### src/rtl/cfg_seq_pkg.sv
// Shared definitions for the configuration write sequencer.
//
// Contents:
//   seq_state_e    - sequencer FSM state encoding
//   BYTES_PER_WORD - bytes packed into one configuration word
//   WORD_W         - configuration word width
//   byte_lane()    - MSB-first lane index of byte k within a word
package cfg_seq_pkg;

    localparam int BYTES_PER_WORD = 4;
    localparam int WORD_W         = 32;

    typedef enum logic [2:0] {
        ST_IDLE,
        ST_FILL,
        ST_SETUP,
        ST_STROBE,
        ST_HOLD,
        ST_SETTLE,
        ST_URST,
        ST_DONE
    } seq_state_e;

    // Byte 0 of a word lands in the top lane (bits 31:24), byte 3 in the bottom lane.
    function automatic logic [1:0] byte_lane(input logic [1:0] idx);
        return 2'd3 - idx;
    endfunction

endpackage

### src/rtl/cfg_word_packer.sv
// Byte-to-word packer for the configuration write sequencer.
//
// Collects four bytes over a valid/ready handshake into one 32-bit word,
// MSB-first. The word register is only written on an accepted byte, so it
// holds its value whenever the packer is not enabled.
//
// Ports:
//   clk, rst_n     clock, asynchronous active-low reset
//   i_enable       sequencer is in its fill phase
//   i_clear        drop word_valid and restart the byte count
//   i_byte/i_valid byte stream input
//   o_ready        byte accepted this cycle when i_valid is also high
//   o_word         packed word (drives the fabric data port directly)
//   o_word_valid   a complete word is held; stays high until i_clear
//   o_word_taken   the fourth byte of a word is being accepted this cycle
module cfg_word_packer
    import cfg_seq_pkg::*;
(
    input  logic              clk,
    input  logic              rst_n,
    input  logic              i_enable,
    input  logic              i_clear,
    input  logic [7:0]        i_byte,
    input  logic              i_valid,
    output logic              o_ready,
    output logic [WORD_W-1:0] o_word,
    output logic              o_word_valid,
    output logic              o_word_taken
);

    logic [WORD_W-1:0] r_word;
    logic [1:0]        r_byte_cnt;
    logic              r_word_valid;
    logic              w_accept;

    assign o_ready      = i_enable && !r_word_valid;
    assign w_accept     = o_ready && i_valid;
    assign o_word_taken = w_accept && (r_byte_cnt == 2'(BYTES_PER_WORD - 1));
    assign o_word       = r_word;
    assign o_word_valid = r_word_valid;

    always_ff @(posedge clk or negedge rst_n) begin
        if (!rst_n) begin
            r_word       <= '0;
            r_byte_cnt   <= '0;
            r_word_valid <= 1'b0;
        end else begin
            if (w_accept) begin
                r_word[{byte_lane(r_byte_cnt), 3'b000} +: 8] <= i_byte;
            end
            if (i_clear) begin
                r_byte_cnt   <= '0;
                r_word_valid <= 1'b0;
            end else if (w_accept) begin
                if (o_word_taken) begin
                    r_byte_cnt   <= '0;
                    r_word_valid <= 1'b1;
                end else begin
                    r_byte_cnt <= r_byte_cnt + 2'd1;
                end
            end
        end
    end

endmodule

### src/rtl/cfg_write_sequencer.sv
// Configuration write sequencer: loads a byte stream into the fabric through
// its SelfWriteData/SelfWriteStrobe port, then settles and pulses user_reset.
//
// Build option: CFG_CHECKSUM_EN adds expected_sum and aborts the load with
// error (no user_reset, no done) when the wrapping sum of strobed words differs.
//
// Ports:
//   CLK, resetn        clock, asynchronous active-low reset
//   start, num_words   load request and word count (sampled in IDLE/DONE)
//   byte_data/valid    bitstream byte input, byte_ready handshake output
//   SelfWriteData      configuration word, changes only while filling
//   SelfWriteStrobe    one-cycle write strobe per word
//   user_reset         user design reset pulse after settling
//   busy, done, error  status (done held, error sticky until a good start)
//   expected_sum       (CFG_CHECKSUM_EN only) reference sum, sampled on start
//
// state  | meaning
// IDLE   | waiting for start after reset or a checksum abort
// FILL   | accepting the four bytes of the next word
// SETUP  | data stable ahead of the strobe
// STROBE | SelfWriteStrobe high for one cycle
// HOLD   | data held after the strobe, word counter advances on exit
// SETTLE | idle delay after the last word
// URST   | user_reset asserted
// DONE   | load complete, waiting for the next start
module cfg_write_sequencer
    import cfg_seq_pkg::*;
#(
    parameter int SETUP_CYCLES    = 2,
    parameter int HOLD_CYCLES     = 2,
    parameter int MAX_WORDS       = 4096,
    parameter int SETTLE_CYCLES   = 100,
    parameter int USER_RST_CYCLES = 5,
    parameter int CNT_W           = 13
) (
    input  logic              CLK,
    input  logic              resetn,
    input  logic              start,
    input  logic [CNT_W-1:0]  num_words,
    input  logic [7:0]        byte_data,
    input  logic              byte_valid,
`ifdef CFG_CHECKSUM_EN
    input  logic [WORD_W-1:0] expected_sum,
`endif
    output logic              byte_ready,
    output logic [WORD_W-1:0] SelfWriteData,
    output logic              SelfWriteStrobe,
    output logic              user_reset,
    output logic              busy,
    output logic              done,
    output logic              error
);

    localparam int TMR_W = 16;
    localparam logic [TMR_W-1:0] SETUP_LD  = TMR_W'(SETUP_CYCLES - 1);
    localparam logic [TMR_W-1:0] HOLD_LD   = TMR_W'(HOLD_CYCLES - 1);
    localparam logic [TMR_W-1:0] SETTLE_LD = TMR_W'(SETTLE_CYCLES - 1);
    localparam logic [TMR_W-1:0] URST_LD   = TMR_W'(USER_RST_CYCLES - 1);
    localparam logic [CNT_W-1:0] MAX_WORDS_C = CNT_W'(MAX_WORDS);

    seq_state_e       r_state;
    logic [TMR_W-1:0] r_timer;
    logic [CNT_W-1:0] r_num_words;
    logic [CNT_W-1:0] r_word_cnt;
    logic             r_strobe;
    logic             r_user_rst;
    logic             r_busy;
    logic             r_done;
    logic             r_error;

    logic             w_num_ok;
    logic             w_start_ok;
    logic             w_timer_tc;
    logic [CNT_W-1:0] w_word_cnt_nxt;
    logic             w_last_word;
    logic             w_sum_ok;
    logic             w_fill;
    logic             w_clear;
    logic             w_word_valid;
    logic             w_word_taken;

    assign w_num_ok       = (num_words != '0) && (num_words <= MAX_WORDS_C);
    assign w_start_ok     = start && w_num_ok && ((r_state == ST_IDLE) || (r_state == ST_DONE));
    assign w_timer_tc     = (r_timer == '0);
    assign w_word_cnt_nxt = r_word_cnt + 1'b1;
    assign w_last_word    = (w_word_cnt_nxt == r_num_words);
    assign w_fill         = (r_state == ST_FILL);
    // Release the packed word when the hold window closes, or restart on a new load.
    assign w_clear        = w_start_ok || ((r_state == ST_HOLD) && w_timer_tc && w_word_valid);

    cfg_word_packer u_packer (
        .clk          (CLK),
        .rst_n        (resetn),
        .i_enable     (w_fill),
        .i_clear      (w_clear),
        .i_byte       (byte_data),
        .i_valid      (byte_valid),
        .o_ready      (byte_ready),
        .o_word       (SelfWriteData),
        .o_word_valid (w_word_valid),
        .o_word_taken (w_word_taken)
    );

`ifdef CFG_CHECKSUM_EN
    logic [WORD_W-1:0] r_sum;
    logic [WORD_W-1:0] r_exp_sum;

    always_ff @(posedge CLK or negedge resetn) begin
        if (!resetn) begin
            r_sum     <= '0;
            r_exp_sum <= '0;
        end else if (w_start_ok) begin
            r_sum     <= '0;
            r_exp_sum <= expected_sum;
        end else if (r_state == ST_STROBE) begin
            r_sum <= r_sum + SelfWriteData;
        end
    end

    assign w_sum_ok = (r_sum == r_exp_sum);
`else
    assign w_sum_ok = 1'b1;
`endif

    always_ff @(posedge CLK or negedge resetn) begin
        if (!resetn) begin
            r_state     <= ST_IDLE;
            r_timer     <= '0;
            r_num_words <= '0;
            r_word_cnt  <= '0;
            r_strobe    <= 1'b0;
            r_user_rst  <= 1'b0;
            r_busy      <= 1'b0;
            r_done      <= 1'b0;
            r_error     <= 1'b0;
        end else begin
            case (r_state)
                ST_IDLE, ST_DONE: begin
                    if (start) begin
                        if (w_num_ok) begin
                            r_done      <= 1'b0;
                            r_error     <= 1'b0;
                            r_busy      <= 1'b1;
                            r_num_words <= num_words;
                            r_word_cnt  <= '0;
                            r_state     <= ST_FILL;
                        end else begin
                            r_error <= 1'b1;
                        end
                    end
                end
                ST_FILL: begin
                    if (w_word_taken) begin
                        r_timer <= SETUP_LD;
                        r_state <= ST_SETUP;
                    end
                end
                ST_SETUP: begin
                    if (w_timer_tc) begin
                        r_strobe <= 1'b1;
                        r_state  <= ST_STROBE;
                    end else begin
                        r_timer <= r_timer - 1'b1;
                    end
                end
                ST_STROBE: begin
                    r_strobe <= 1'b0;
                    r_timer  <= HOLD_LD;
                    r_state  <= ST_HOLD;
                end
                ST_HOLD: begin
                    if (w_timer_tc) begin
                        r_word_cnt <= w_word_cnt_nxt;
                        if (w_last_word && w_sum_ok) begin
                            r_timer <= SETTLE_LD;
                            r_state <= ST_SETTLE;
                        end else if (w_last_word) begin
                            r_error <= 1'b1;
                            r_busy  <= 1'b0;
                            r_state <= ST_IDLE;
                        end else begin
                            r_state <= ST_FILL;
                        end
                    end else begin
                        r_timer <= r_timer - 1'b1;
                    end
                end
                ST_SETTLE: begin
                    if (w_timer_tc) begin
                        r_user_rst <= 1'b1;
                        r_timer    <= URST_LD;
                        r_state    <= ST_URST;
                    end else begin
                        r_timer <= r_timer - 1'b1;
                    end
                end
                ST_URST: begin
                    if (w_timer_tc) begin
                        r_user_rst <= 1'b0;
                        r_done     <= 1'b1;
                        r_busy     <= 1'b0;
                        r_state    <= ST_DONE;
                    end else begin
                        r_timer <= r_timer - 1'b1;
                    end
                end
                default: r_state <= ST_IDLE;
            endcase
        end
    end

    assign SelfWriteStrobe = r_strobe;
    assign user_reset      = r_user_rst;
    assign busy            = r_busy;
    assign done            = r_done;
    assign error           = r_error;

endmodule

### config.mk
export PLATFORM = sky130hd
export DESIGN_NAME = cfg_write_sequencer
export DESIGN_NICKNAME = d
export VERILOG_FILES = /design/src/rtl/cfg_seq_pkg.sv /design/src/rtl/cfg_word_packer.sv /design/src/rtl/cfg_write_sequencer.sv
export SDC_FILE = /design/constraint.sdc
export NUM_CORES = 1
export LEC_CHECK = 0
export ABC_AREA = 1
export CAP_MARGIN = 10
export CORE_AREA = 8 8 118 93
export CTS_CLUSTER_SIZE = 28
export DETAILED_ROUTE_END_ITERATION = 16
export DIE_AREA = 0 0 126 101
export PLACE_DENSITY = 0.78
export SLEW_MARGIN = 0
export SYNTH_ARGS = -nofsm -noshare
export SYNTH_HDL_FRONTEND = slang
export SYNTH_SLANG_ARGS = --single-unit
### constraint.sdc
create_clock -name CLK -period 3.5 [get_ports CLK]
set_input_delay 0.7 -clock CLK [delete_from_list [all_inputs] [get_ports CLK]]
set_output_delay 0.7 -clock CLK [all_outputs]
set_load 0.05 [all_outputs]
==> results.md <==
* Max Freq at 360 MHz
* Global Route Usage Sum at 20.3%
* Worst Reg-to-Reg Cells at 12
* Die X at about 130 µm
* Clock Latency Late Sink at 0.34 ns
* Max VDD drop at 0.712 mV
* Crit path required time at about 2.8 ns
* Top Ports at 63
* Hold buffer count at CTS at 0
* Pin count of the biggest net entering global routing at 86
* Starting DRC count in detailed routing at 418
* Crit path max-delay cell type: clkdlybuf4s50_1
* Flop pwr share at 30.7%
* PD cells at 840 nW/µm²
* Register area share after synthesis at a little over two fifths
* Internal at between 2 and 3 mW
* Clk root buf: clkbuf_16
* P_leak at 2.88 nW
* Setup Buffers After CTS at 0
* Top post-synthesis cells by count: nand2_1 (180), dfrtp_1 (85), nand3_1 (78)
* Slew HR at a little over a quarter
* Worst-path fanout max at 7
* CTS tree: built
* Slew Limit Fails at 0
* Drt drc at 0
* Fin nets at about 760
* Critical path class: register to primary output
* HPWL after DPL at 9.16 mm
* Count of buffer and inverter cells on the critical path at 2
* DIE HEIGHT at 101 µm
* Post-synth ARST share at 100%
* Clock sink total at 85
* R2R Path Start: r_timer[0]
* Clk slew on worst S/H paths at 0.06 ns
* Clock tree buffer depth at 2
* Clk pwr share at 18.2%
* Drt first pass iters at 5
* Status: finished, final reports clean
* Final WL at between 10 and 15 mm
* Hold Fails Final Rpt at 0
* WP data arrival at about 2.1 ns
* Yosys cell types at 33
* FF+latch count, synth at 85
* Number of global-route vias before repair at 4381
* Clock skew at about 0.0044 ns
* Logic pwr share at 51.0%
* Crit path from: r_state[2]
* First-pass GRT wire length at roughly 21 mm
* Slowest stage delay, CP at 0.84 ns
* Die Area at 12700 µm²
* Number of diodes at 0
* Psw at ~2.3 mW
* Ys Warns at 0
* Fill cell count at 825
* Mapped cell area at a little under 5000 µm²
* Via-to-Cell Ratio at 5.38
* Num rows at 31
* Layout area overhead at 20.8%
* Area contributors post-synth: dfrtp_1 (44%), nand2_1 (14%), nand3_1 (8.0%)
* Post-route setup TNS at 0 ns
* Area leader, netlist: dfrtp_1
* Post_cts resized at 0
* CTS Buf Count at 9
* Routed Antenna Nets at 0
* Crit path to: byte_ready
* Syn Nets at 695
* Crit path launch type: register
* Share of the synthesized area in the top cell type at a little over two fifths
* Final RePlAce weighted congestion at approximately 0.86
* Starting Density at 52.7%
* Slew @ Worst Pin at 1.09 ns
* Share of layout cells above drive strength 1 at roughly 7.4%
* Max capacitance violation total at 0
* Grt total ovfl at 0
* Port Buf Inserts at between 60 and 70
* Final setup viols at 0
* Routed via count at around 4600
* Worst hold path type: register to register
* Top-count cell post-synth: nand2_1
* Post-synth EDFFs at 0
* Reg2reg end: r_timer[4]
* RSZ-0062 raised after global routing: false
* Tmin final at 2.77 ns
* Average size of a mapped cell at 7.34 µm²
* Core area at 9230 µm²
* Sw Ratio at between 40% and 50%
* Worst Hold Slack at 0.478 ns
* Ys flop type: dfrtp_1
* Setup slack, reg-to-reg at 1.07 ns
* Cell count after synthesis at roughly 660
* Cell family with most CP delay: buffers and inverters
* Tcrit/Tclk final at 79.3%
* CP Depth at 4
* Critical path, cell by cell: inv_1 -> nand2_1 -> nor2_1 -> clkdlybuf4s50_1
* Crit end category: primary output
* Initial antenna violation count at 0
* Htree depth at 3
* WL/cell at around 15 µm
## per-layer routing
layer / vias up / global-route usage [%] / wire [µm]
met3: 19 / 5.76 / 706
met2: 108 / 34.7 / 6150
met5: - / 0 / 0
li1: 2260 / - / -
met1: 2164 / 24.5 / 5490
met4: 0 / 6.18 / 158
## worst min-delay path: stages (launching register included)
cell and delay (ns):
dfrtp_1 0.34, nand2_1 0.05, nand2_1 0.05
## how the worst min path moves through the flow
stage,from,endpoint,slack [ns],cells after the start
after global routing,busy,busy,0.52,2
after CTS,r_timer[15],r_timer[15],0.48,2
after detailed placement,busy,busy,0.46,2
final,r_timer[15],r_timer[15],0.48,2
after floorplan,resetn,SelfWriteStrobe,0.40,0
after global placement,r_timer[15],r_timer[15],0.46,2
## cell type report
| cell class | instances | area [µm²] | share of cell area [%] |
|---|---|---|---|
| clock buffer | 14 | 274 | 4.66 |
| clock inverter | 1 | 5.00 | 0.0851 |
| inverter | 73 | 274 | 4.66 |
| multi-input combinational | 491 | 2400 | 40.8 |
| sequential | 85 | 2130 | 36.2 |
| tap | 115 | 144 | 2.45 |
| timing repair buffer | 67 | 656 | 11.2 |
## power by group through the flow
stage | Sequential, mW | Combinational, mW | Clock, mW
floorplan | 1.94 | 1.34 | 0
detailed placement | 1.52 | 2.51 | 0
global route | 1.55 | 2.76 | 0.957
global placement | 1.52 | 2.45 | 0
finish | 1.52 | 2.52 | 0.901
CTS | 1.51 | 2.53 | 0.922
## kinds of logic after synthesis
group                    share of synthesized area, %
AO/OA/AOI/OAI                                    9.31
AND/OR/NAND/NOR                                  35.7
adder cells (fa/ha/maj)                          1.80
XOR/XNOR                                         2.52
buffers and inverters                            7.02
flip-flops                                       43.7
## sequential cells by signal, indices dropped and copies added (netlist names)
| signal | flops |
|---|---|
| SelfWriteStrobe | 1 |
| busy | 1 |
| done | 1 |
| error | 1 |
| r_num_words | 13 |
| r_state | 3 |
| r_timer | 16 |
| r_word_cnt | 13 |
| u_packer.o_word | 32 |
| u_packer.o_word_valid | 1 |
| u_packer.r_byte_cnt | 2 |
| user_reset | 1 |
## layout by cell type, fill, tap and decap left out, types with 4 or more instances in the layout
master	Yosys	layout
a21oi_1	18	18
buf_4	1	6
clkbuf_16	0	9
clkdlybuf4s50_1	0	61
dfrtp_1	85	85
ha_1	7	7
inv_1	72	72
nand2_1	180	180
nand2_2	12	12
nand2_4	4	4
nand3_1	78	78
nand3b_1	7	7
nand4_1	9	9
nor2_1	73	73
nor2_2	8	8
nor3_1	5	5
o21ai_0	62	62
xnor2_1	4	4
xor2_1	10	10
## stage by stage
| stage | utilization, % | total power, mW | instance area (µm²) | instances | worst slack, ns |
|---|---|---|---|---|---|
| 6_report | 63.7 | 4.94 | 5880 | 846 | 0.726 |
| 5_1_grt | 63.7 | 5.27 | 5880 | 846 | 0.590 |
| 4_1_cts | 63.7 | 4.96 | 5880 | 846 | 0.743 |
| 3_5_place_dp | 60.7 | 4.03 | 5600 | 831 | 0.482 |
| 3_3_place_gp | 60.7 | 3.97 | 5600 | 831 | 0.629 |
| 2_1_floorplan | - | 3.28 | 4870 | 663 | 1.49 |
No activity file was read; power rests on OpenSTA's default activity.
